### src/rtl/sdram_arb_pkg.sv
// Shared definitions for the two-port SDRAM request arbiter.
package sdram_arb_pkg;

   typedef enum logic [1:0] {
      ST_IDLE  = 2'd0,
      ST_ISSUE = 2'd1,
      ST_RESP  = 2'd2
   } arb_state_t;

   localparam int DEF_AW      = 22;
   localparam int DEF_DW      = 16;
   localparam int DEF_TIMEOUT = 1023;

   // Width of a counter that must be able to hold the value 'timeout'.
   function automatic int wd_bits(input int timeout);
      return (timeout < 1) ? 1 : $clog2(timeout + 1);
   endfunction

endpackage

### src/rtl/sdram_arbiter_rr_arb2.sv
// Two-input round-robin pick: a lone requester wins, a tie goes to the
// port that was not served last.
module rr_arb2
   import sdram_arb_pkg::*;
(
   input  logic req0,
   input  logic req1,
   input  logic last,
   output logic grant,
   output logic valid
);

   // Combinational winner selection.
   always_comb begin
      grant = 1'b0;
      valid = req0 | req1;
      if (req0 && req1) begin
         grant = ~last;
      end else if (req1) begin
         grant = 1'b1;
      end else begin
         grant = 1'b0;
      end
   end

endmodule

### src/rtl/sdram_arbiter.sv
// Shares one SDRAM controller request interface between two masters.
// A granted command is latched and held on the controller until ctl_done;
// a watchdog aborts commands that the controller never completes.
module sdram_arbiter
   import sdram_arb_pkg::*;
#(
   parameter int AW      = DEF_AW,
   parameter int DW      = DEF_DW,
   parameter int TIMEOUT = DEF_TIMEOUT
)
(
   input  logic          clk,
   input  logic          rst,
   input  logic          m0_req,
   input  logic          m0_we,
   input  logic [AW-1:0] m0_addr,
   input  logic [DW-1:0] m0_wdata,
   output logic          m0_ack,
   output logic          m0_err,
   output logic [DW-1:0] m0_rdata,
   input  logic          m1_req,
   input  logic          m1_we,
   input  logic [AW-1:0] m1_addr,
   input  logic [DW-1:0] m1_wdata,
   output logic          m1_ack,
   output logic          m1_err,
   output logic [DW-1:0] m1_rdata,
   output logic          ctl_wr_req,
   output logic          ctl_rd_req,
   output logic [AW-1:0] ctl_addr,
   output logic [DW-1:0] ctl_wdata,
   input  logic [DW-1:0] ctl_rdata,
   input  logic          ctl_done,
   output logic          timeout_flag
);

   localparam int             WDW      = wd_bits(TIMEOUT);
   localparam logic [WDW-1:0] WD_LIMIT = WDW'(TIMEOUT);
   localparam logic [WDW-1:0] WD_ONE   = WDW'(1);

   arb_state_t    state_r;
   logic          last_r;
   logic          port_r;
   logic          we_r;
   logic [AW-1:0] addr_r;
   logic [DW-1:0] wdata_r;
   logic [WDW-1:0] wd_r;

   logic          grant_s;
   logic          valid_s;
   logic          sel_we_s;
   logic [AW-1:0] sel_addr_s;
   logic [DW-1:0] sel_wdata_s;

   rr_arb2 u_rr_arb2 (
      .req0  (m0_req),
      .req1  (m1_req),
      .last  (last_r),
      .grant (grant_s),
      .valid (valid_s)
   );

   // Route the winning master's command fields to the latch inputs.
   always_comb begin
      sel_we_s    = m0_we;
      sel_addr_s  = m0_addr;
      sel_wdata_s = m0_wdata;
      if (grant_s) begin
         sel_we_s    = m1_we;
         sel_addr_s  = m1_addr;
         sel_wdata_s = m1_wdata;
      end else begin
         sel_we_s    = m0_we;
         sel_addr_s  = m0_addr;
         sel_wdata_s = m0_wdata;
      end
   end

   // Command latches feed the controller directly so they stay stable in ISSUE.
   assign ctl_addr  = addr_r;
   assign ctl_wdata = wdata_r;

   // Arbiter FSM: grant, hold command, watchdog, and registered responses.
   always_ff @(posedge clk or negedge rst) begin
      if (!rst) begin
         state_r      <= ST_IDLE;
         last_r       <= 1'b1;
         port_r       <= 1'b0;
         we_r         <= 1'b0;
         addr_r       <= '0;
         wdata_r      <= '0;
         wd_r         <= '0;
         ctl_wr_req   <= 1'b0;
         ctl_rd_req   <= 1'b0;
         m0_ack       <= 1'b0;
         m1_ack       <= 1'b0;
         m0_err       <= 1'b0;
         m1_err       <= 1'b0;
         m0_rdata     <= '0;
         m1_rdata     <= '0;
         timeout_flag <= 1'b0;
      end else begin
         // Acknowledge and error are single-cycle pulses.
         m0_ack <= 1'b0;
         m1_ack <= 1'b0;
         m0_err <= 1'b0;
         m1_err <= 1'b0;
         case (state_r)
            ST_IDLE: begin
               if (valid_s) begin
                  port_r     <= grant_s;
                  we_r       <= sel_we_s;
                  addr_r     <= sel_addr_s;
                  wdata_r    <= sel_wdata_s;
                  wd_r       <= '0;
                  ctl_wr_req <= sel_we_s;
                  ctl_rd_req <= ~sel_we_s;
                  state_r    <= ST_ISSUE;
               end else begin
                  state_r    <= ST_IDLE;
               end
            end
            ST_ISSUE: begin
               if (ctl_done) begin
                  // Completion beats a coincident watchdog expiry.
                  ctl_wr_req <= 1'b0;
                  ctl_rd_req <= 1'b0;
                  if (port_r) begin
                     m1_ack <= 1'b1;
                     if (!we_r) begin
                        m1_rdata <= ctl_rdata;
                     end else begin
                        m1_rdata <= m1_rdata;
                     end
                  end else begin
                     m0_ack <= 1'b1;
                     if (!we_r) begin
                        m0_rdata <= ctl_rdata;
                     end else begin
                        m0_rdata <= m0_rdata;
                     end
                  end
                  state_r <= ST_RESP;
               end else if (wd_r == WD_LIMIT) begin
                  ctl_wr_req   <= 1'b0;
                  ctl_rd_req   <= 1'b0;
                  timeout_flag <= 1'b1;
                  if (port_r) begin
                     m1_ack <= 1'b1;
                     m1_err <= 1'b1;
                     if (!we_r) begin
                        m1_rdata <= '0;
                     end else begin
                        m1_rdata <= m1_rdata;
                     end
                  end else begin
                     m0_ack <= 1'b1;
                     m0_err <= 1'b1;
                     if (!we_r) begin
                        m0_rdata <= '0;
                     end else begin
                        m0_rdata <= m0_rdata;
                     end
                  end
                  state_r <= ST_RESP;
               end else begin
                  wd_r    <= wd_r + WD_ONE;
                  state_r <= ST_ISSUE;
               end
            end
            ST_RESP: begin
               last_r  <= port_r;
               state_r <= ST_IDLE;
            end
            default: begin
               ctl_wr_req <= 1'b0;
               ctl_rd_req <= 1'b0;
               state_r    <= ST_IDLE;
            end
         endcase
      end
   end

endmodule

### config.mk
export PLATFORM = sky130hd
export DESIGN_NAME = sdram_arbiter
export DESIGN_NICKNAME = d
export VERILOG_FILES = /design/src/rtl/sdram_arb_pkg.sv /design/src/rtl/sdram_arbiter_rr_arb2.sv /design/src/rtl/sdram_arbiter.sv
export SDC_FILE = /design/constraint.sdc
export NUM_CORES = 1
export LEC_CHECK = 0
export ABC_AREA = 0
export BUFFER_PORTS_ARGS = -buffer_cell sky130_fd_sc_hd__buf_2
export CAP_MARGIN = 5
export CELL_PAD_IN_SITES_DETAIL_PLACEMENT = 1
export CELL_PAD_IN_SITES_GLOBAL_PLACEMENT = 1
export CORE_UTILIZATION = 30
export CTS_CLUSTER_DIAMETER = 120
export DETAILED_ROUTE_END_ITERATION = 10
export PLACE_DENSITY = 0.77
export SETUP_SLACK_MARGIN = 0.1
export SKIP_CTS_REPAIR_TIMING = 1
export SYNTH_ARGS = -nofsm -noshare
export SYNTH_HDL_FRONTEND = slang
export SYNTH_SLANG_ARGS = --single-unit
### constraint.sdc
create_clock -name clk -period 2.25 [get_ports clk]
set_clock_uncertainty 0.2 [all_clocks]
set_input_delay 0.45 -clock clk [delete_from_list [all_inputs] [get_ports clk]]
set_output_delay 0.45 -clock clk [all_outputs]
set_load 0.1 [all_outputs]
* Word-level counts from Yosys, hierarchy flattened
Index checks and enable logic that the tools add are counted.
** Word-level totals
- Bits in registers :: 92
- Output and inout bits :: 77
- Logic and storage cells :: 82
** Cells by class
- Add/sub/neg operators :: 1
- Eq/ne operators :: 7
- Multiplexer cells :: 41
- Bitwise operators :: 7
- Reduce and logical (&&, ||, !) cells :: 10
** Operators with widths (number)
- 16-bit two-way mux :: 11
- 10-bit two-way mux :: 3
- 22-bit two-way mux :: 1
- 1-bit two-way mux :: 20
- 10-bit one-hot mux with 2 select lines :: 1
- 4-bit AND reduction :: 3
- 10-bit by 1-bit adder with 10-bit output (second input constant) :: 1
- 10-bit equality test (second input constant) :: 1
- 1-bit NOT :: 6
- 1-bit one-hot mux with 3 select lines :: 2
- 3-bit AND reduction :: 2
- 2-bit two-way mux :: 2
- 2-bit inequality test (second input constant) :: 2
- 2-bit one-hot mux with 2 select lines :: 1
- 2-bit nonzero test :: 2
- 3-bit inequality test (second input constant) :: 1
- 2-bit by 1-bit equality test with 1-bit output (second input constant) :: 1
- 2-bit equality test (second input constant) :: 1
- 2-bit logical NOT :: 1
- 2-bit by 1-bit inequality test with 1-bit output (second input constant) :: 1
- 2-bit AND reduction :: 1
- 1-bit logical AND :: 1
- 1-bit OR :: 1

* Depth between registers and ports, before layout
Gate-level depths: netlist of run 1.
- Depth in word-level cells :: 6
- Mapped depth :: 7
- Depth with buffers taken out :: 6

* Modules after synthesis
A second synthesis of run 1 with hierarchy kept.
** Second synthesis, totals
- Cell total of the unflattened synthesis :: 346
- Area total of the unflattened synthesis :: 3981.3 µm²
** Modules (own cells, without submodules)
- sdram_arbiter :: instances 1, cells each 344, area each 3967.6 µm², seq. area each 2303.5 µm²
- rr_arb2 :: instances 1, cells each 2, area each 13.8 µm², seq. area each 0.0 µm²

* Least setup slack after synthesis of run 1
OpenSTA, ideal clock, no wires.
- Kind :: reg-to-reg
- From :: reg wd_r[0]
- To :: reg m1_rdata[10]
- Library setup time :: 0.126 ns
- Arrival time :: 1.909 ns
- Required time :: 1.924 ns
- Setup slack :: 0.014 ns
- Cell stages (with the launch flop) :: 8
- Path buffers :: 2
- Period minus slack after synthesis :: 2.236 ns
- Cells stage by stage :: dfrtp_1 ha_1 and3_1 buf_4 a31oi_4 nor4b_4 buf_8 mux2_4
** On the way
- Cells in the longest elaborated chain, start to end :: 3
** RTL lines
- start: declaration :: line sdram_arbiter.sv:47 : logic [WDW-1:0] wd_r;
- start signal: assignment :: line sdram_arbiter.sv:167 : wd_r <= wd_r + WD_ONE;
- 10-bit equality test :: line sdram_arbiter.sv:144 : end else if (wd_r == WD_LIMIT) begin
- 2-bit nonzero test (no line)
- 4-bit AND reduction (no line)
- end signal: assignment :: line sdram_arbiter.sv:131 : m1_rdata <= ctl_rdata;
- end signal: assignment :: line sdram_arbiter.sv:133 : m1_rdata <= m1_rdata;
- end signal: assignment :: line sdram_arbiter.sv:154 : m1_rdata <= m1_rdata;
- end: declaration :: line sdram_arbiter.sv:27 : output logic [DW-1:0] m1_rdata,
No other way between the ends.
A chain may end at the register's enable or synchronous reset.

* Final worst setup path of run 1
- From :: reg wd_r[0]
- To :: reg m1_rdata[8]
The elaborated chain is that of the path after synthesis.

==> flow_metrics.tcl, run 1 <==
set metrics [dict create \
    max_freq_ghz 0.469 \
    clkTransAtPathRegs_ps 70 \
    numPortBuffers 175 \
    worst_pin_slew_ps 503 \
    synth_edf_count 0 \
    cts_tree "yes" \
    drive_gt1_frac 0.477 \
    num_vias 3379 \
    cap_violations 0 \
    wl_per_cell_um 15.3 \
    ff2ff_path_depth 7 \
    final-setup-viol-count 0 \
    layout_commonest_cell "buf_2" \
    first_iter_violations 71 \
    grt_use_total 0.162 \
    path_max_fanout 8 \
    h-tree-depth 3 \
    grt_pass1_wl_um 18000 \
    syn_area_per_cell_um2 11.7 \
    vias_per_cell 4.65 \
    drc 0 \
    syn_nets 454 \
    critPathKind "register to register" \
    cts_sinks 92 \
    start_kind "register" \
    boundaryPins 176 \
    maxSlewViolCount 0 \
    ys_ff_latch 92 \
    r2r-end "m1_rdata[8]$_DFFE_PN0P_" \
    antenna_found_initial 0 \
    final_core_util 0.433 \
    synth_cell_types 42 \
    synthesis.instances 354 \
    finalWorstPathRequiredPeriod_ps 2130 \
    grt_pass1_vias 3600 \
    cp-end-kind "register" \
    relSlewSlack 0.665 \
    die_y_um 120 \
    tns_ps 0 \
    clock_path_buffers 2 \
    routed_wl_um 11200 \
    hpwl_um 8350 \
    rows 42 \
    syn_to_final_growth_pct 39.4 \
    cts_made_buffers 9 \
    hold_class "input port to register" \
    ant_nets 0 \
    netlist_area_um2 4150 \
    crit_end "m1_rdata[8]$_DFFE_PN0P_" \
    crit_start "wd_r[0]$_DFFE_PN0P_" \
    async_flop_share 1.00 \
    dr.pass1.iters 4 \
    rsz0062_at_grt "true" \
    cts_root_buf "clkbuf_16" \
    cp_data_arrival_time_ps 2160 \
    critical_path_required_ps 2280 \
    die_w_um 120 \
    ys_warn_count 0 \
    initial_core_util 0.311 \
    n_antenna_cell 0 \
    r2r-start "wd_r[0]$_DFFE_PN0P_" \
    synthFlopType "dfrtp_1" \
    status "completed" \
    reg2reg_setup_slack_ps 120 \
    final-hold-violation-count 0 \
    overflow 0 \
    clock_latency_ps 340 \
    nNetsFinal 646 \
    grt_max_degree 79 \
    fin_crit_sh 0.948 \
    seq_area_frac_synth 0.556 \
    layout_common_cells "buf_2, dfrtp_1, nor2_1" \
    gp_congestion 0.795 \
    coreArea_um2 13300 \
    die_area_um2 14300 \
]
## cells by family after synthesis
kind of cell             synth area share
AND/OR/NAND/NOR                     0.121
adder cells (fa/ha/maj)           0.00302
AO/OA/AOI/OAI                      0.0933
multiplexers                        0.198
buffers and inverters              0.0290
flip-flops                          0.556
## worst min path at each step
stage / startpoint / to / slack (ps) / cells after the start
finish: m0_wdata[6] / ctl_wdata[6]$_DFFE_PN0P_ / 200 / 3
global route: m0_addr[16] / ctl_addr[16]$_DFFE_PN0P_ / 200 / 3
CTS: rst / timeout_flag$_DFFE_PN0P_ / -120 / 1
detailed placement: rst / timeout_flag$_DFFE_PN0P_ / 260 / 1
global placement: rst / timeout_flag$_DFFE_PN0P_ / 250 / 1
floorplan: rst / ctl_addr[0]$_DFFE_PN0P_ / -50 / 0
## per-stage QoR
step                worst slack [ps]  hold slack, ps  cells  cell area (um2)
floorplan                       15.3           -45.6    354             4150
global placement                 138             246    705             5380
detailed placement              63.3             257    705             5380
CTS                             61.1            -124    721             5700
global route                    49.5             197    727             5780
finish                           117             201    727             5780
## cells in the mapped netlist, types with 2 or more instances
cell	instances	area, um2
nor3_1	5	25.0
nand2b_1	2	12.5
nand2_1	10	37.5
o21a_1	4	30.0
and2_1	18	113
buf_4	2	15.0
mux2_1	2	22.5
a21oi_1	43	215
and3_2	2	15.0
dfrtp_1	91	2280
a31oi_1	4	25.0
buf_2	3	15.0
mux2_2	23	259
inv_1	4	15.0
nor2_1	45	169
buf_1	2	7.51
nor2b_1	2	12.5
clkbuf_1	10	37.5
o21ai_0	8	40.0
nand3_1	4	20.0
and3_1	2	12.5
mux2_4	10	150
mux2i_1	39	390
## routing by layer
layer / global-route usage / share of wire / vias to the layer above
met1: 0.188 / 0.41 / 1621
met3: 0.0480 / 0.065 / 9
li1: - / - / 1620
met5: 0 / 0 / -
met4: 0.0508 / 0.012 / 0
met2: 0.284 / 0.51 / 129
## layout make-up
| type | instances | area [um2] |
|---|---|---|
| clock buffer | 9 | 225 |
| clock inverter | 7 | 88.8 |
| fill | 1508 | 7570 |
| sequential | 92 | 2300 |
| inverter | 5 | 18.8 |
| timing repair buffer | 200 | 1160 |
| tap | 176 | 220 |
| multi-input combinational | 238 | 1760 |
## state kept, by name, summed over array words and instances (netlist names)
name,count
m1_ack,1
m0_ack,1
m0_rdata,16
last_r,1
state_r,2
wd_r,10
ctl_rd_req,1
m1_rdata,16
port_r,1
we_r,1
ctl_addr,22
ctl_wdata,16
m0_err,1
timeout_flag,1
ctl_wr_req,1
m1_err,1
## critical path, cell delays in order, from the launching register on
cell and delay [ps]:
dfrtp_1 420, ha_4 160, and3_4 190, a31oi_4 110
nor4b_4 290, buf_4 180, clkbuf_16 170, mux2_4 300
Power of run 1 is left out: the tool's default activity adds up to more than one toggle a clock period on the data nets, which glitch-free logic cannot reach.
==> run 2: changes to the inputs <==
--- a/config.mk
+++ b/config.mk
@@ -11,11 +11,12 @@
 export CELL_PAD_IN_SITES_DETAIL_PLACEMENT = 1
 export CELL_PAD_IN_SITES_GLOBAL_PLACEMENT = 1
 export CORE_UTILIZATION = 30
-export CTS_CLUSTER_DIAMETER = 120
+export CTS_CLUSTER_DIAMETER = 30
 export DETAILED_ROUTE_END_ITERATION = 10
-export PLACE_DENSITY = 0.77
+export PLACE_DENSITY = 0.78
 export SETUP_SLACK_MARGIN = 0.1
 export SKIP_CTS_REPAIR_TIMING = 1
 export SYNTH_ARGS = -nofsm -noshare
 export SYNTH_HDL_FRONTEND = slang
+export SYNTH_HIERARCHICAL = 1
 export SYNTH_SLANG_ARGS = --single-unit
==> run 2 against run 1 <==
Effect of this change: cell area fell by 6.5%; synthesized cell count fell by 2.3%; count of clock-buffer cells in the layout did not move; critical path depth fell by 2; maximum frequency rose by 3.1%; worst hold slack got worse by 60 ps; sequential share of layout area rose by 2.8 points; synthesized area fell by 4.0%; final cell count fell by 3.7%; critical endpoint is now m0_rdata[8]$_DFFE_PN0P_.
==> flow_metrics.tcl, run 2 <==
set metrics [dict create \
    status "completed" \
    worst_pin_slew_ps 771 \
    hpwl_um 8500 \
    die_y_um 117 \
    drc 0 \
    nNetsFinal 623 \
    grt_pass1_vias 3470 \
    clkTransAtPathRegs_ps 70 \
    layout_common_cells "buf_2, dfrtp_1, nand2_1" \
    synth.most_common_cell "dfrtp_1" \
    gp_congestion 0.739 \
    synth_top_area_frac 0.572 \
    ys_ff_latch 92 \
    synthFlopType "dfrtp_1" \
    start_kind "register" \
    boundaryPins 176 \
    final_core_util 0.423 \
    vias_per_cell 4.86 \
    coreArea_um2 12800 \
    ys_warn_count 6 \
    syn_area_per_cell_um2 11.5 \
    synth_area_leader_cell "dfrtp_1" \
    clock_path_buffers 2 \
    layout_commonest_cell "buf_2" \
    antenna_found_initial 0 \
    path_max_fanout 16 \
    final-hold-violation-count 0 \
    netlist_top_cells_area "dfrtp_1, mux2i_1, a22o_1" \
    cts_root_buf "clkbuf_16" \
    max_freq_ghz 0.483 \
    cts_sinks 92 \
    relSlewSlack 0.486 \
    hold_class "input port to register" \
    largest_reg_flops 22 \
    cts_tree "yes" \
    fin_crit_sh 0.919 \
    syn_nets 446 \
    synth_common_cells "dfrtp_1, nand2_1, mux2i_1" \
    die_w_um 117 \
    wl_per_cell_um 15.9 \
    grt_max_degree 54 \
    first_iter_violations 213 \
    initial_core_util 0.312 \
    rows 41 \
    synthesis.instances 346 \
    cp_data_arrival_time_ps 2150 \
    die_area_um2 13700 \
    maxSlewViolCount 0 \
    grt_use_total 0.166 \
    finalWorstPathRequiredPeriod_ps 2070 \
    rsz0062_at_grt "true" \
    tns_ps 0 \
    critPathKind "register to register" \
    syn_to_final_growth_pct 35.7 \
    cts_made_buffers 9 \
    synth_cell_types 45 \
    cap_violations 0 \
    drive_gt1_frac 0.422 \
    grt_pass1_wl_um 17500 \
    seq_area_frac_synth 0.579 \
    overflow 0 \
    num_vias 3401 \
    cp-end-kind "register" \
    critical_path_required_ps 2330 \
    dr.pass1.iters 4 \
    clock_latency_ps 340 \
    n_antenna_cell 0 \
    numPortBuffers 175 \
    synth_edf_count 0 \
    h-tree-depth 3 \
    ant_nets 0 \
    final-setup-viol-count 0 \
    netlist_area_um2 3980 \
    routed_wl_um 11100 \
    async_flop_share 1.00 \
]
==> run 2: logic make-up after synthesis <==
family	synth area share
compound gates	0.165
fa+ha+maj	0.00314
buf+inv	0.0333
simple gates	0.119
flops	0.579
mux	0.101
==> run 2: metrics by stage <==
step | instance area [um2] | hold WS (ps) | setup WS (ps) | std cells
detailed placement | 5090 | 265 | 228 | 683
global route | 5400 | 150 | 88.6 | 700
global placement | 5090 | 248 | 308 | 683
floorplan | 3980 | -45.6 | 413 | 346
CTS | 5390 | -105 | 211 | 699
finish | 5400 | 141 | 181 | 700
==> run 2: critical path, cell delays in order (launching register included) <==
cell     delay [ps]
dfrtp_1         420
ha_1            280
nand3_2         160
nor3_4           80
o21ai_2         610
a22o_2          260
==> run 2: per-layer routing <==
metal  share of wire  global-route usage  vias up
li1                -                   -     1611
met1            0.42               0.200     1646
met2            0.49               0.285      132
met3           0.067              0.0360       12
met4           0.017              0.0709        0
met5               0                   0        -
==> run 2: path summary, 6_finish.rpt <==
path,start,end,slack [ps],depth (start not counted)
worst max-delay path,wd_r[0]$_DFFE_PN0P_,m0_rdata[8]$_DFFE_PN0P_,180,5
worst min-delay path,ctl_rdata[5],m1_rdata[5]$_DFFE_PN0P_,140,2
worst max register to register,wd_r[0]$_DFFE_PN0P_,m0_rdata[8]$_DFFE_PN0P_,180,5
worst min register to register,timeout_flag$_DFFE_PN0P_,timeout_flag$_DFFE_PN0P_,270,1
max in group asynchronous,rst,ctl_wdata[14]$_DFFE_PN0P_,750,3
min in group asynchronous,rst,m1_rdata[5]$_DFFE_PN0P_,440,2
==> run 2: area by class of cell <==
cell class / instances / area (um2)
clock buffer: 9 / 225
clock inverter: 7 / 80.1
fill: 1461 / 7370
inverter: 2 / 7.51
multi-input combinational: 230 / 1560
sequential: 92 / 2300
tap: 172 / 215
timing repair buffer: 188 / 1020
Power of run 2 is left out for the same reason.
==> run 3: changes to the inputs <==
--- a/config.mk
+++ b/config.mk
@@ -8,12 +8,10 @@
 export ABC_AREA = 0
 export BUFFER_PORTS_ARGS = -buffer_cell sky130_fd_sc_hd__buf_2
 export CAP_MARGIN = 5
-export CELL_PAD_IN_SITES_DETAIL_PLACEMENT = 1
-export CELL_PAD_IN_SITES_GLOBAL_PLACEMENT = 1
 export CORE_UTILIZATION = 30
 export CTS_CLUSTER_DIAMETER = 30
 export DETAILED_ROUTE_END_ITERATION = 10
-export PLACE_DENSITY = 0.78
+export PLACE_DENSITY = 0.63
 export SETUP_SLACK_MARGIN = 0.1
 export SKIP_CTS_REPAIR_TIMING = 1
 export SYNTH_ARGS = -nofsm -noshare
==> run 3 against run 2 <==
Effect of this change: sequential cell count did not move; cell area fell by 0.83%; worst hold slack improved by 11 ps; largest cell class unchanged; utilization fell by 0.35 points; setup slack improved by 37 ps; count of clock-buffer cells in the layout did not move; non-clock buffer count fell by 4; critical path depth did not move; maximum frequency rose by 1.8%; first-iteration DRC count fell by 25%; register-to-register slack improved by 40 ps; routed wire length fell by 14%.
==> flow_metrics.tcl, run 3 (synthesis gave the netlist of run 2 again) <==
set metrics [dict create \
    maxSlewViolCount 0 \
    die_area_um2 13700 \
    relSlewSlack 0.551 \
    r2r-start "wd_r[0]$_DFFE_PN0P_" \
    grt_use_total 0.141 \
    gp_congestion 0.795 \
    vias_per_cell 4.74 \
    cts_root_buf "clkbuf_16" \
    final-hold-violation-count 0 \
    antenna_found_initial 1 \
    cpPeakStageDelay_ps 390 \
    clkTransAtPathRegs_ps 60 \
    path_delay_family "compound AO/OA/AOI/OAI gates" \
    ff2ff_path_depth 5 \
    grt_pass1_vias 3111 \
    die_w_um 117 \
    cts_tree "yes" \
    crit_start "wd_r[0]$_DFFE_PN0P_" \
    overflow 0 \
    start_kind "register" \
    wl_per_cell_um 13.8 \
    hold_depth 2 \
    status "completed" \
    crit_buf_inv 0 \
    tns_ps 0 \
    clock_path_buffers 2 \
    cp_data_arrival_time_ps 2060 \
    cts_made_buffers 9 \
    met1_length_um 4400 \
    layout_commonest_cell "buf_2" \
    crit_path_cell_trace "ha_1, nand3_2, nor3_4, o21ai_2, a22o_2" \
    drc 0 \
    fill_cells 1233 \
    ant_nets 0 \
    die_y_um 117 \
    worstHoldStart "ctl_rdata[13]" \
    path_max_fanout 16 \
    max_freq_ghz 0.492 \
    drive_gt1_frac 0.417 \
    num_vias 3291 \
    syn_to_final_growth_pct 34.6 \
    nNetsFinal 619 \
    wl_met3_um 621 \
    hold_end "m1_rdata[13]$_DFFE_PN0P_" \
    reg2reg_setup_slack_ps 220 \
    r2r-end "m0_rdata[6]$_DFFE_PN0P_" \
    largest_reg_flops 22 \
    rows 41 \
    rsz0062_at_grt "true" \
    grt_max_degree 93 \
    layout_common_cells "buf_2, dfrtp_1, nand2_1" \
    first_iter_violations 160 \
    n_antenna_cell 0 \
    numPortBuffers 175 \
    coreArea_um2 12800 \
    dr.pass1.iters 4 \
    finalWorstPathRequiredPeriod_ps 2030 \
    critPathKind "register to register" \
    hpwl_um 6860 \
    wl_met2_um 4390 \
    final-setup-viol-count 0 \
    boundaryPins 176 \
    hold_class "input port to register" \
    worst_pin_slew_ps 673 \
    routed.top_layer "met5" \
    crit_slowest_cell "dfrtp_1" \
    initial_core_util 0.312 \
    fin_crit_sh 0.903 \
    routed_wl_um 9570 \
    cts_sinks 92 \
    cap_violations 0 \
    critical_path_required_ps 2280 \
    clock_latency_ps 340 \
    cp-end-kind "register" \
    grt_pass1_wl_um 14900 \
    h-tree-depth 3 \
]
[run 3: cell type report]
class | instances | area [um2] | share of cell area
Sequential cell | 92 | 2300 | 0.430
Multi-Input combinational cell | 230 | 1570 | 0.293
Timing Repair Buffer | 184 | 986 | 0.184
Clock buffer | 9 | 225 | 0.0420
Tap cell | 172 | 215 | 0.0402
Clock inverter | 6 | 48.8 | 0.00911
Inverter | 2 | 7.51 | 0.00140
[run 3: metrics by stage]
stage / cell area, um2 / hold WS (ps) / util / worst slack [ps] / cells
3_5_place_dp: 5060 / 267 / 0.396 / 166 / 679
3_3_place_gp: 5060 / 246 / 0.396 / 203 / 679
4_1_cts: 5330 / -35.8 / 0.417 / 153 / 694
5_1_grt: 5360 / 141 / 0.420 / 74.5 / 695
6_report: 5360 / 151 / 0.420 / 218 / 695
2_1_floorplan: 3980 / -45.6 / - / 413 / 346
[run 3: worst max path at each step]
| stage | to | slack (ps) | depth (start not counted) |
|---|---|---|---|
| floorplan | ctl_wdata[5]$_DFFE_PN0P_ | 410 | 6 |
| global placement | wd_r[3]$_DFFE_PN0P_ | 200 | 6 |
| detailed placement | wd_r[3]$_DFFE_PN0P_ | 170 | 6 |
| CTS | wd_r[3]$_DFFE_PN0P_ | 150 | 6 |
| global route | m0_rdata[6]$_DFFE_PN0P_ | 70 | 5 |
| finish | m0_rdata[6]$_DFFE_PN0P_ | 220 | 5 |
[run 3: layer usage]
| layer | vias up | GRT usage |
|---|---|---|
| li1 | 1598 | - |
| met5 | - | 0 |
| met3 | 15 | 0.0381 |
| met4 | 2 | 0.0658 |
| met2 | 124 | 0.221 |
| met1 | 1552 | 0.180 |
[run 3: worst register-to-register path: stages (launching register included)]
cell and delay [ps]:
dfrtp_1 390, ha_1 270, nand3_2 170, nor3_4 350, o21ai_2 270, a22o_2 280
Power of run 3 is left out for the same reason.
